`config.mk`:
```
export PLATFORM = sky130hd
export DESIGN_NAME = seven_seg_scanner
export DESIGN_NICKNAME = d
export VERILOG_FILES = /design/src/rtl/seven_seg_scanner.sv
export SDC_FILE = /design/constraint.sdc
export NUM_CORES = 1
export LEC_CHECK = 0
export CORE_MARGIN = 1
export CORE_UTILIZATION = 23
export DETAILED_ROUTE_END_ITERATION = 10
export PLACE_DENSITY_LB_ADDON = 0.15
export SKIP_CTS_REPAIR_TIMING = 1
export SLEW_MARGIN = 40
export SYNTH_ARGS = -nofsm -noshare
export SYNTH_HDL_FRONTEND = slang
export SYNTH_SLANG_ARGS = --single-unit
```
`constraint.sdc`:
```
create_clock -name clk -period 1.8 [get_ports clk]
set_clock_uncertainty 0.05 [all_clocks]
set_input_delay 0.36 -clock clk [delete_from_list [all_inputs] [get_ports clk]]
set_output_delay 0.36 -clock clk [all_outputs]
set_load 0.03 [all_outputs]
```
`src/rtl/seven_seg_scanner.sv`:
```
// Four-digit anode scanner with double-buffered operands and per-slot guard blanking.
// Define SCAN_DP_EN to add a buffered, active-low decimal-point output.
module seven_seg_scanner #(
  parameter int unsigned REFRESH_DIV = 100000,
  parameter int unsigned GUARD       = 2,
  parameter int unsigned CNT_W       = 17
) (
  input  logic       clk,
  input  logic       rst_n,
  input  logic [3:0] A,
  input  logic [3:0] B,
  input  logic [3:0] AplusB,
  input  logic [3:0] AminusB,
  input  logic       load,
  input  logic [3:0] digit_en,
`ifdef SCAN_DP_EN
  input  logic [3:0] dp_in,
  output logic       dp,
`endif
  output logic [3:0] anode,
  output logic [3:0] digit,
  output logic       frame_tick
);

  localparam logic [CNT_W-1:0] CNT_LAST  = CNT_W'(REFRESH_DIV - 1);
  localparam logic [CNT_W-1:0] CNT_GUARD = CNT_W'(GUARD);

  logic [CNT_W-1:0] cnt_q, cnt_d;
  logic [1:0]       idx_q, idx_d;
  logic [3:0][3:0]  active_q, active_d;
  logic [3:0][3:0]  pending_q, pending_d;
  logic             pending_valid_q, pending_valid_d;
  logic [3:0]       anode_q, anode_d;
  logic [3:0]       digit_q, digit_d;
  logic             frame_tick_q, frame_tick_d;
  logic             wrap;
  logic             lit;

`ifdef SCAN_DP_EN
  logic [3:0] dp_active_q, dp_active_d;
  logic [3:0] dp_pending_q, dp_pending_d;
  logic       dp_q, dp_d;
`endif

  // Prescaler, slot index, buffers and output next-state; outputs use post-edge state.
  always_comb begin
    cnt_d           = cnt_q + CNT_W'(1);
    idx_d           = idx_q;
    active_d        = active_q;
    pending_d       = pending_q;
    pending_valid_d = pending_valid_q;
    wrap            = 1'b0;
`ifdef SCAN_DP_EN
    dp_active_d     = dp_active_q;
    dp_pending_d    = dp_pending_q;
`endif

    if (cnt_q == CNT_LAST) begin
      cnt_d = '0;
      idx_d = 2'(idx_q + 2'd1);
      wrap  = (idx_q == 2'd3);
    end

    // Commit first so a load on the wrap edge lands in pending for the next frame.
    if (wrap && pending_valid_q) begin
      active_d        = pending_q;
      pending_valid_d = 1'b0;
`ifdef SCAN_DP_EN
      dp_active_d     = dp_pending_q;
`endif
    end

    if (load) begin
      pending_d       = {AminusB, AplusB, B, A};
      pending_valid_d = 1'b1;
`ifdef SCAN_DP_EN
      dp_pending_d    = dp_in;
`endif
    end

    lit = (cnt_d >= CNT_GUARD) && digit_en[idx_d];

    anode_d = 4'b1111;
    if (lit) begin
      case (idx_d)
        2'd0:    anode_d = 4'b1110;
        2'd1:    anode_d = 4'b1101;
        2'd2:    anode_d = 4'b1011;
        default: anode_d = 4'b0111;
      endcase
    end

    digit_d      = active_d[idx_d];
    frame_tick_d = wrap;
`ifdef SCAN_DP_EN
    dp_d         = lit ? ~dp_active_d[idx_d] : 1'b1;
`endif
  end

  always_ff @(posedge clk) begin
    if (!rst_n) begin
      cnt_q           <= '0;
      idx_q           <= '0;
      active_q        <= '0;
      pending_q       <= '0;
      pending_valid_q <= 1'b0;
      anode_q         <= 4'b1111;
      digit_q         <= '0;
      frame_tick_q    <= 1'b0;
`ifdef SCAN_DP_EN
      dp_active_q     <= '0;
      dp_pending_q    <= '0;
      dp_q            <= 1'b1;
`endif
    end else begin
      cnt_q           <= cnt_d;
      idx_q           <= idx_d;
      active_q        <= active_d;
      pending_q       <= pending_d;
      pending_valid_q <= pending_valid_d;
      anode_q         <= anode_d;
      digit_q         <= digit_d;
      frame_tick_q    <= frame_tick_d;
`ifdef SCAN_DP_EN
      dp_active_q     <= dp_active_d;
      dp_pending_q    <= dp_pending_d;
      dp_q            <= dp_d;
`endif
    end
  end

  assign anode      = anode_q;
  assign digit      = digit_q;
  assign frame_tick = frame_tick_q;
`ifdef SCAN_DP_EN
  assign dp         = dp_q;
`endif

endmodule

```
Word-level counts from Yosys, hierarchy flattened
Cells that the tools add are included.
Widths: inputs -> output; s select.
{"block": "word_totals", "mem_bits_ro": 0, "elab_cells": 38, "latch_bits": 0, "ff_bits": 61, "mem_bits_rw": 0, "output_inout_bits": 9, "memories": 0}
{"block": "classes", "n_div": 0, "mul": 0, "shifts": 0, "add_sub_neg": 2, "n_mux": 11, "order_cmp": 2, "eq_ne": 4, "n_reduce_logical": 5, "n_bitwise": 0}
{"cell": "$add 17x1->17 const B", "count": 1}
{"cell": "$eq 17x17->1 const B", "count": 1}
{"cell": "$ge 17x2->1 const B", "count": 1}
{"cell": "$mux 17", "count": 1}
{"cell": "$mux 16", "count": 1}
{"cell": "$pmux 4 s3", "count": 1}
{"cell": "$bmux 4 s2", "count": 1}
{"cell": "$eq 2x2->1 const B", "count": 2}
{"cell": "$mux 1", "count": 4}
{"cell": "$mux 4", "count": 1}
{"cell": "$lt 2x3->1 const B", "count": 1}
{"cell": "$add 2x1->2 const B", "count": 1}
{"cell": "$bmux 1 s2", "count": 1}
{"cell": "$eq 2x1->1 const B", "count": 1}
{"cell": "$logic_and 1x1->1", "count": 2}
{"cell": "$logic_not 2->1", "count": 1}
{"cell": "$mux 2", "count": 1}
{"cell": "$reduce_and 2->1", "count": 1}
{"cell": "$reduce_bool 2->1", "count": 1}

Longest topological paths before layout
Gate-level depths: netlist of the first run.
{"block": "depth", "word_depth": 6, "depth_mapped": 9, "ltp_nobuf": 7}

Worst setup path after synthesis of the first run
Ideal clock, no wire load.
{"block": "synth_path", "path_type": "register -> register", "from": "register cnt_q[0]", "to": "register digit_q[0] (netlist: digit[0])", "required_time_ns": 1.635, "t_arrival_ns": 1.733, "synth_period_minus_slack_ns": 1.897, "stages_incl_launch_ff": 9, "slack_ns": -0.097, "setup_ns": 0.115, "path_cell_list": "dfxtp_1 ha_1 buf_2 and4_1 nand4_4 mux2_4 nand2_1 o21ai_0 o21a_1"}
{"block": "synth_between", "elab_chain_cells": 6, "elab_cells_between_ends": 7}
{"item": "start: declaration", "line_no": "28", "source": "logic [CNT_W-1:0] cnt_q, cnt_d;"}
{"item": "start signal: assignment", "line_no": "116", "source": "cnt_q <= cnt_d;"}
{"item": "$eq 17x17->1 *", "line_no": "58", "source": "if (cnt_q == CNT_LAST) begin"}
{"item": "$mux 1", "line_no": "58"}
{"item": "$logic_and 1x1->1", "line_no": "65", "source": "if (wrap && pending_valid_q) begin"}
{"item": "$mux 16", "line_no": "65"}
{"item": "$bmux 4 s2 *", "line_no": "93", "source": "digit_d = active_d[idx_d];"}
{"item": "$mux 4 (implied by the code) *", "line_no": "93"}
{"item": "end signal: assignment", "line_no": "122", "source": "digit_q <= digit_d;"}
{"item": "end: declaration", "line_no": "34", "source": "logic [3:0] digit_q, digit_d;"}
Mark *: on every way between the ends. The rest lies on a longest branch, timed or not. The select of a mux whose other input is x is not followed.
A chain may end at the register's enable or synchronous reset.

Final worst setup path of the first run
{"block": "layout_path", "from": "register cnt_q[0]", "to": "register digit_q[3] (netlist: digit[3])"}
Same word-level chain as after synthesis.

==> results.txt, run 1 <==
----------------------------------------------------
[Timing]
  Final hold violation count ... 0
  Fin worst setup slack ... -0.0143 ns
  Max Clk Rate ... 551 MHz
  Post-layout minimum cycle time ... 1.81 ns
  Worst hold slack ... 0.415 ns
  Unrepaired setup endpoints after global routing ... yes
  Worst slew pin tran ... 0.327 ns
  Final slew viol count ... 0
  Worst slew margin ... 78.1%
  Final setup viols ... 2
  Fin Setup TNS ... -0.0186 ns
  Final period utilization ... 101%

[Synthesis]
  Most instantiated flip-flop cell in the synthesis netlist ... sky130_fd_sc_hd__dfxtp_1
  Flops & latches, synth ... 61
  Netlist area before placement ... 3010 sq um
  Syn avg cell area ... 9.30 sq um
  Cell accounting for the most synthesized area ... sky130_fd_sc_hd__dfxtp_1
  Dominant cells by area after synthesis ... sky130_fd_sc_hd__dfxtp_1, sky130_fd_sc_hd__mux2i_1, sky130_fd_sc_hd__nand2_1, sky130_fd_sc_hd__nor2b_1, sky130_fd_sc_hd__a21boi_0
  Synthesized netlist cell count ... 323
  Top cell type's share of synthesized area ... 40.6%
  Post-synthesis net count ... 348
  Count of flip-flops with a built-in enable after synthesis ... 0
  Commonest cells post-synth ... sky130_fd_sc_hd__dfxtp_1, sky130_fd_sc_hd__nand2_1, sky130_fd_sc_hd__mux2i_1
  Share of synthesized area occupied by flip-flops and latches ... 40.6%
  Number of distinct library cells after synthesis ... 45
  Most numerous cell in the Yosys netlist ... sky130_fd_sc_hd__dfxtp_1
  Number of warnings reported in the yosys synthesis log ... 0
  Async SR Flop Fraction ... 0%

[Clock tree]
  Total clock sinks ... 61
  Clock tree from TritonCTS ... built
  Clock-pin slew on the worst setup and hold paths ... 0.05 ns
  Worst-skew pair later-pin latency ... 0.33 ns
  Total number of H-tree levels ... 3
  Clock Tree Root ... sky130_fd_sc_hd__clkbuf_16
  Longest Clk Path Bufs ... 2
  Number of clock buffers inserted by TritonCTS ... 9

[Floorplanning]
  Number of top-level pins ... 32
  Horizontal die dimension ... 116 microns
  Height of the chip ... 116 microns
  Site Rows ... 41
  Core ar. ... 12700 sq um
  Floorplan die area ... 13500 sq um
  Initial core utilization ... 23.7%

[Layout]
  Area of combinational cells with multiple inputs ... 1740 sq um
  Final standard cell area without fillers ... 4360 sq um
  Layout net count ... 431
  Number of fill cells in the layout ... 1316
  Number of cells in the finished layout apart from fillers ... 582
  FF+latch area ... 1220 sq um
  Area growth, synth to finish ... 45.0%
  Ratio of cells with drive above 1 in the final layout ... 27.6%
  Number of inserted diodes ... 0

[Power]
  Total power ... 3.47 mW
  Worst ir drop on vdd ... 0.360 mV
  Leakage power ... 1.74 nW
  Cell area power density ... 797 nW/um^2

[Flow run]
  Total of max-cap violations ... 0

[Placement]
  PortBufs ... 31
  Detailed placer's ending HPWL ... 5340 microns
  Placed inst area ... 3900 sq um
  Number of placed cells counting well taps ... 558
  Placer congestion estimate ... 0.745

[Hold path]
  Class of the tightest hold or removal check ... reg2reg
  Launch instance of the worst min-delay path ... active_q[0]

[Critical path]
  Setup slack on the worst flop-to-flop path ... -0.01 ns
  Critical path peak fanout ... 6
  Startpoint type of the worst setup path ... flop
  Worst setup path class ... reg2reg
  CP Launch Point ... cnt_q[0]
  Required arrival time at the worst endpoint ... 2.02 ns
  Type of element capturing the critical path ... flop
  Crit Reg-Reg Startpoint ... cnt_q[0]
  Arrival time worst endpoint ... 2.04 ns

[Route]
  Antenna violation net count after detailed routing ... 0
  Routed length per placed instance ... 12.8 microns
  DRT Wirelength ... 7480 microns
  Routed via count ... 2479
  First-pass iteration count of the detailed router ... 5
  DRC viols ... 0
  Initial drt markers ... 80
  Routed via count divided by cell count ... 4.26

[Global route]
  Total overflow reported by the global router ... 0
  Global-route usage over all layers ... 12.2%
  Vias in the first global route ... 2372
  Maximum number of pins on one net before global-route repair ... 34
  Antenna violations before repair ... 0
  First-pass GRT wire length ... 12200 microns

[Run status]
  Status ... finished with violations
  Failing checks ... setup timing

----------------------------------------------------
cells in the final DEF (no fill, tap or decap), types with 3 or more instances in the layout:
| cell | count |
|---|---|
| sky130_fd_sc_hd__o21a_1 | 4 |
| sky130_fd_sc_hd__dfxtp_2 | 3 |
| sky130_fd_sc_hd__a21boi_0 | 16 |
| sky130_fd_sc_hd__nor2b_1 | 20 |
| sky130_fd_sc_hd__nor3_1 | 3 |
| sky130_fd_sc_hd__mux2_2 | 4 |
| sky130_fd_sc_hd__mux4_2 | 4 |
| sky130_fd_sc_hd__buf_4 | 57 |
| sky130_fd_sc_hd__clkbuf_16 | 9 |
| sky130_fd_sc_hd__dfxtp_1 | 58 |
| sky130_fd_sc_hd__o22ai_1 | 4 |
| sky130_fd_sc_hd__clkdlybuf4s50_1 | 30 |
| sky130_fd_sc_hd__and3_1 | 5 |
| sky130_fd_sc_hd__mux2i_2 | 3 |
| sky130_fd_sc_hd__nand4_1 | 8 |
| sky130_fd_sc_hd__a21oi_1 | 4 |
| sky130_fd_sc_hd__mux2i_1 | 21 |
| sky130_fd_sc_hd__inv_1 | 5 |
| sky130_fd_sc_hd__xnor2_1 | 9 |
| sky130_fd_sc_hd__nand2_1 | 51 |
| sky130_fd_sc_hd__and2_1 | 3 |
| sky130_fd_sc_hd__o21ai_0 | 6 |
| sky130_fd_sc_hd__nor2_1 | 18 |
| sky130_fd_sc_hd__buf_12 | 4 |
| sky130_fd_sc_hd__nand3_1 | 8 |
| sky130_fd_sc_hd__xor2_1 | 10 |
sequential cells by signal, indices dropped and copies added (netlist names):
| name | count |
|---|---|
| active_q | 16 |
| pending_q | 16 |
| idx_q | 2 |
| pending_valid_q | 1 |
| anode | 4 |
| digit | 4 |
| cnt_q | 17 |
| frame_tick | 1 |
layout make-up:
type,instances,area share [%]
well taps,172,4.94
clock buffers,11,5.57
inverters,5,0.431
clock inverters,4,1.67
multi-input cells,235,39.9
flip-flops and latches,61,28.1
repair buffers,94,19.4
power by group:
group / internal, mW / leakage (nW) / switching [mW] / total (mW)
Clock: 1.24 / 0.152 / 0.598 / 1.84
Sequential: 1.38 / 0.497 / 0.0279 / 1.41
Combinational: 0.134 / 1.09 / 0.0902 / 0.224
critical path, cell delays in order, from the launching register on:
cell and delay, ns:
sky130_fd_sc_hd__dfxtp_2 0.35, sky130_fd_sc_hd__ha_4 0.16, sky130_fd_sc_hd__and4_4 0.23, sky130_fd_sc_hd__nand4_4 0.15, sky130_fd_sc_hd__nor3_1 0.27, sky130_fd_sc_hd__a21oi_2 0.09
sky130_fd_sc_hd__buf_4 0.14, sky130_fd_sc_hd__o21ai_0 0.17, sky130_fd_sc_hd__o21a_1 0.15
kinds of logic (layout without fill, tap and decap cells):
group,after synthesis,after routing,synth area share (%)
buf+inv,27,114,4.25
compound gates,45,45,10.2
simple gates,136,136,25.5
xor+xnor,19,19,5.54
flops,61,61,40.6
mux,33,33,13.0
fa+ha+maj,2,2,0.833
routing by layer:
layer	vias to the layer above	GRT usage, %	part of all wire [%]
met4	0	6.15	2.2
met5	-	0	0
li1	1284	-	-
met3	10	3.11	2.9
met1	1149	16.5	51
met2	36	17.8	44
final timing paths:
check / end / cells after the start
max: digit[3] / 8
min: active_q[0] / 2
max reg2reg: digit[3] / 8
min reg2reg: active_q[0] / 2
per-stage QoR:
step / worst slack [ns] / utilization (%)
after floorplan: 0.0258 / -
after global placement: -0.0594 / 30.8
after detailed placement: -0.0906 / 30.8
after CTS: -0.0997 / 33.2
after global routing: -0.106 / 34.4
final: -0.0143 / 34.4
Power figures use the tool's default switching activity.
==> inputs of run 2 (changes only) <==
==> constraint.sdc (replaced) <==
create_clock -name clk -period 2.3 [get_ports clk]
set_clock_uncertainty 0.05 [all_clocks]
set_input_delay 0.46 -clock clk [delete_from_list [all_inputs] [get_ports clk]]
set_output_delay 0.46 -clock clk [all_outputs]
set_load 0.03 [all_outputs]
==> run 2 against run 1 <==
Effect of this change:
- wire length decreased by 6.1%
- power decreased by 22%
- count of clock-buffer cells in the layout decreased by 2
- non-clock buffer count decreased by 44
- register-to-register slack improved by 0.26 ns
- combinational power decreased by 37%
- fmax decreased by 12%
- cell area decreased by 10%
- critical endpoint is now digit[2]
- die area unchanged
- the flow now finishes without violations
==> results.txt, run 2 (synthesis results as in run 1) <==
----------------------------------------------------
[Placement]
  Worst slack at placement ... 0.128 ns
  Number of placed cells counting well taps ... 516
  Detailed placer's ending HPWL ... 4730 microns
  Placer congestion estimate ... 0.702
  PortBufs ... 31
  Placed inst area ... 3520 sq um

[Route]
  Antenna violation net count after detailed routing ... 0
  Routed via count divided by cell count ... 4.29
  Routed via count ... 2313
  DRC viols ... 0
  DRT Wirelength ... 7020 microns
  Initial drt markers ... 99
  Routed length per placed instance ... 13.0 microns
  First-pass iteration count of the detailed router ... 4

[Timing]
  Worst slew margin ... 63.3%
  Fin Setup TNS ... 0 ns
  Unrepaired setup endpoints after global routing ... no
  Post-layout minimum cycle time ... 2.05 ns
  Final period utilization ... 89.1%
  Worst hold slack ... 0.411 ns
  Final slew viol count ... 0
  Max Clk Rate ... 488 MHz
  Final setup viols ... 0
  Final hold violation count ... 0
  Worst slew pin tran ... 0.551 ns
  Fin worst setup slack ... 0.250 ns

[Layout]
  Top reg by flops ... cnt_q
  Regs by FF count ... cnt_q x17, active_q x16, pending_q x16
  Max reg flops ... 17
  Layout net count ... 387
  Number of fill cells in the layout ... 1367
  Final standard cell area without fillers ... 3920 sq um
  Area growth, synth to finish ... 30.5%
  FF+latch area ... 1220 sq um
  Most common cell after layout, fill and taps aside ... sky130_fd_sc_hd__dfxtp_1
  Commonest cells after routing, fill and taps aside ... sky130_fd_sc_hd__dfxtp_1, sky130_fd_sc_hd__nand2_1, sky130_fd_sc_hd__clkdlybuf4s50_1
  Ratio of cells with drive above 1 in the final layout ... 15.5%
  Number of cells in the finished layout apart from fillers ... 539
  Area of combinational cells with multiple inputs ... 1680 sq um
  Number of inserted diodes ... 0

[Critical path]
  Startpoint type of the worst setup path ... flop
  Setup slack on the worst flop-to-flop path ... 0.25 ns
  CP Launch Point ... cnt_q[0]
  Type of element capturing the critical path ... flop
  Crit Reg-Reg Startpoint ... cnt_q[0]
  Worst setup path class ... reg2reg
  Number of cell instances on the worst register-to-register path ... 7
  Capture point of the critical path ... digit[2]
  Required arrival time at the worst endpoint ... 2.47 ns
  Arrival time worst endpoint ... 2.23 ns
  Capturing point of the worst reg2reg path ... digit[2]
  Critical path peak fanout ... 12

[Floorplanning]
  Height of the chip ... 116 microns
  Floorplan die area ... 13500 sq um
  Number of top-level pins ... 32
  Core ar. ... 12700 sq um
  Horizontal die dimension ... 116 microns
  Site Rows ... 41
  Initial core utilization ... 23.7%

[Clock tree]
  Clock-pin slew on the worst setup and hold paths ... 0.06 ns
  Worst-skew pair later-pin latency ... 0.33 ns
  Number of clock buffers inserted by TritonCTS ... 9
  Clock Tree Root ... sky130_fd_sc_hd__clkbuf_16
  Longest Clk Path Bufs ... 2
  Total clock sinks ... 61
  Total number of H-tree levels ... 3
  Clock tree from TritonCTS ... built

[Power]
  Relative contribution of combinational cells to total power ... 5.2%
  Sw power ... 601 uW
  Sequential fraction of design power ... 40.6%
  Net Sw Frac ... 22.1%
  Leakage power ... 1.48 nW
  Cell area power density ... 693 nW/um^2
  Proportion of power drawn by the clock network ... 54.2%
  Worst ir drop on vdd ... 0.323 mV
  Internal power ... 2.12 mW

[Hold path]
  Class of the tightest hold or removal check ... reg2reg
  Worst hold path stage count ... 2

[Global route]
  Layer carrying the most global-route usage ... met2
  Antenna violations before repair ... 0
  Maximum number of pins on one net before global-route repair ... 47
  GR Util met2 ... 15.9%
  Met1 Usage GRT ... 15.7%
  Met3 usage ... 3.32%
  Total overflow reported by the global router ... 0
  First-pass GRT wire length ... 11500 microns
  Vias in the first global route ... 2218
  Global-route usage over all layers ... 11.3%

[Run status]
  Status ... completed

[Flow run]
  Total of max-cap violations ... 0

----------------------------------------------------
-- run 2: cell count changes in the layout (fill, tap and decap cells not counted), sizes merged --
cell / change
dlymetal6s2s: -1
clkinv: +2
inv: +1
clkdlybuf4s50: +1
buf: -44
clkbuf: -2
-- run 2: worst min-delay path by stage --
stage / start / end
after floorplan: pending_q[14] / active_q[14]
after global placement: active_q[0] / active_q[0]
after detailed placement: active_q[3] / active_q[3]
after CTS: active_q[3] / active_q[3]
after global routing: active_q[10] / active_q[10]
final: active_q[3] / active_q[3]
-- run 2: metal layers --
layer | vias to the layer above | part of all wire [%]
met4 | 0 | 1.4
met5 | - | 0
met2 | 36 | 41
met1 | 1075 | 53
li1 | 1194 | -
met3 | 8 | 3.9
-- run 2: per-stage QoR --
stage	total power, mW	utilization [%]
2_1_floorplan	1.20	-
3_3_place_gp	1.27	27.8
3_5_place_dp	1.27	27.8
4_1_cts	2.77	30.4
5_1_grt	2.82	31.0
6_report	2.72	31.0
-- run 2: final cells by class --
class	count	share of cell area, %
Multi-Input combinational cell	235	42.8
Sequential cell	61	31.1
Timing Repair Buffer	50	11.9
Clock buffer	9	5.74
Tap cell	172	5.49
Clock inverter	7	2.52
Inverter	5	0.478
-- run 2: worst max-delay path, cell delays in order (launching register included) --
cell	delay (ns)
sky130_fd_sc_hd__dfxtp_1	0.38
sky130_fd_sc_hd__ha_1	0.26
sky130_fd_sc_hd__and4_1	0.27
sky130_fd_sc_hd__nand4_4	0.24
sky130_fd_sc_hd__mux2_4	0.41
sky130_fd_sc_hd__nand2_1	0.07
sky130_fd_sc_hd__o21ai_0	0.07
sky130_fd_sc_hd__o21a_1	0.19
-- run 2: power by group through the flow --
| stage | sequential [mW] | clock (mW) | combinational (mW) |
|---|---|---|---|
| after floorplan | 1.12 | 0 | 0.0804 |
| after global placement | 1.13 | 0 | 0.143 |
| after detailed placement | 1.13 | 0 | 0.143 |
| after CTS | 1.10 | 1.52 | 0.143 |
| after global routing | 1.11 | 1.56 | 0.157 |
| final | 1.10 | 1.47 | 0.142 |
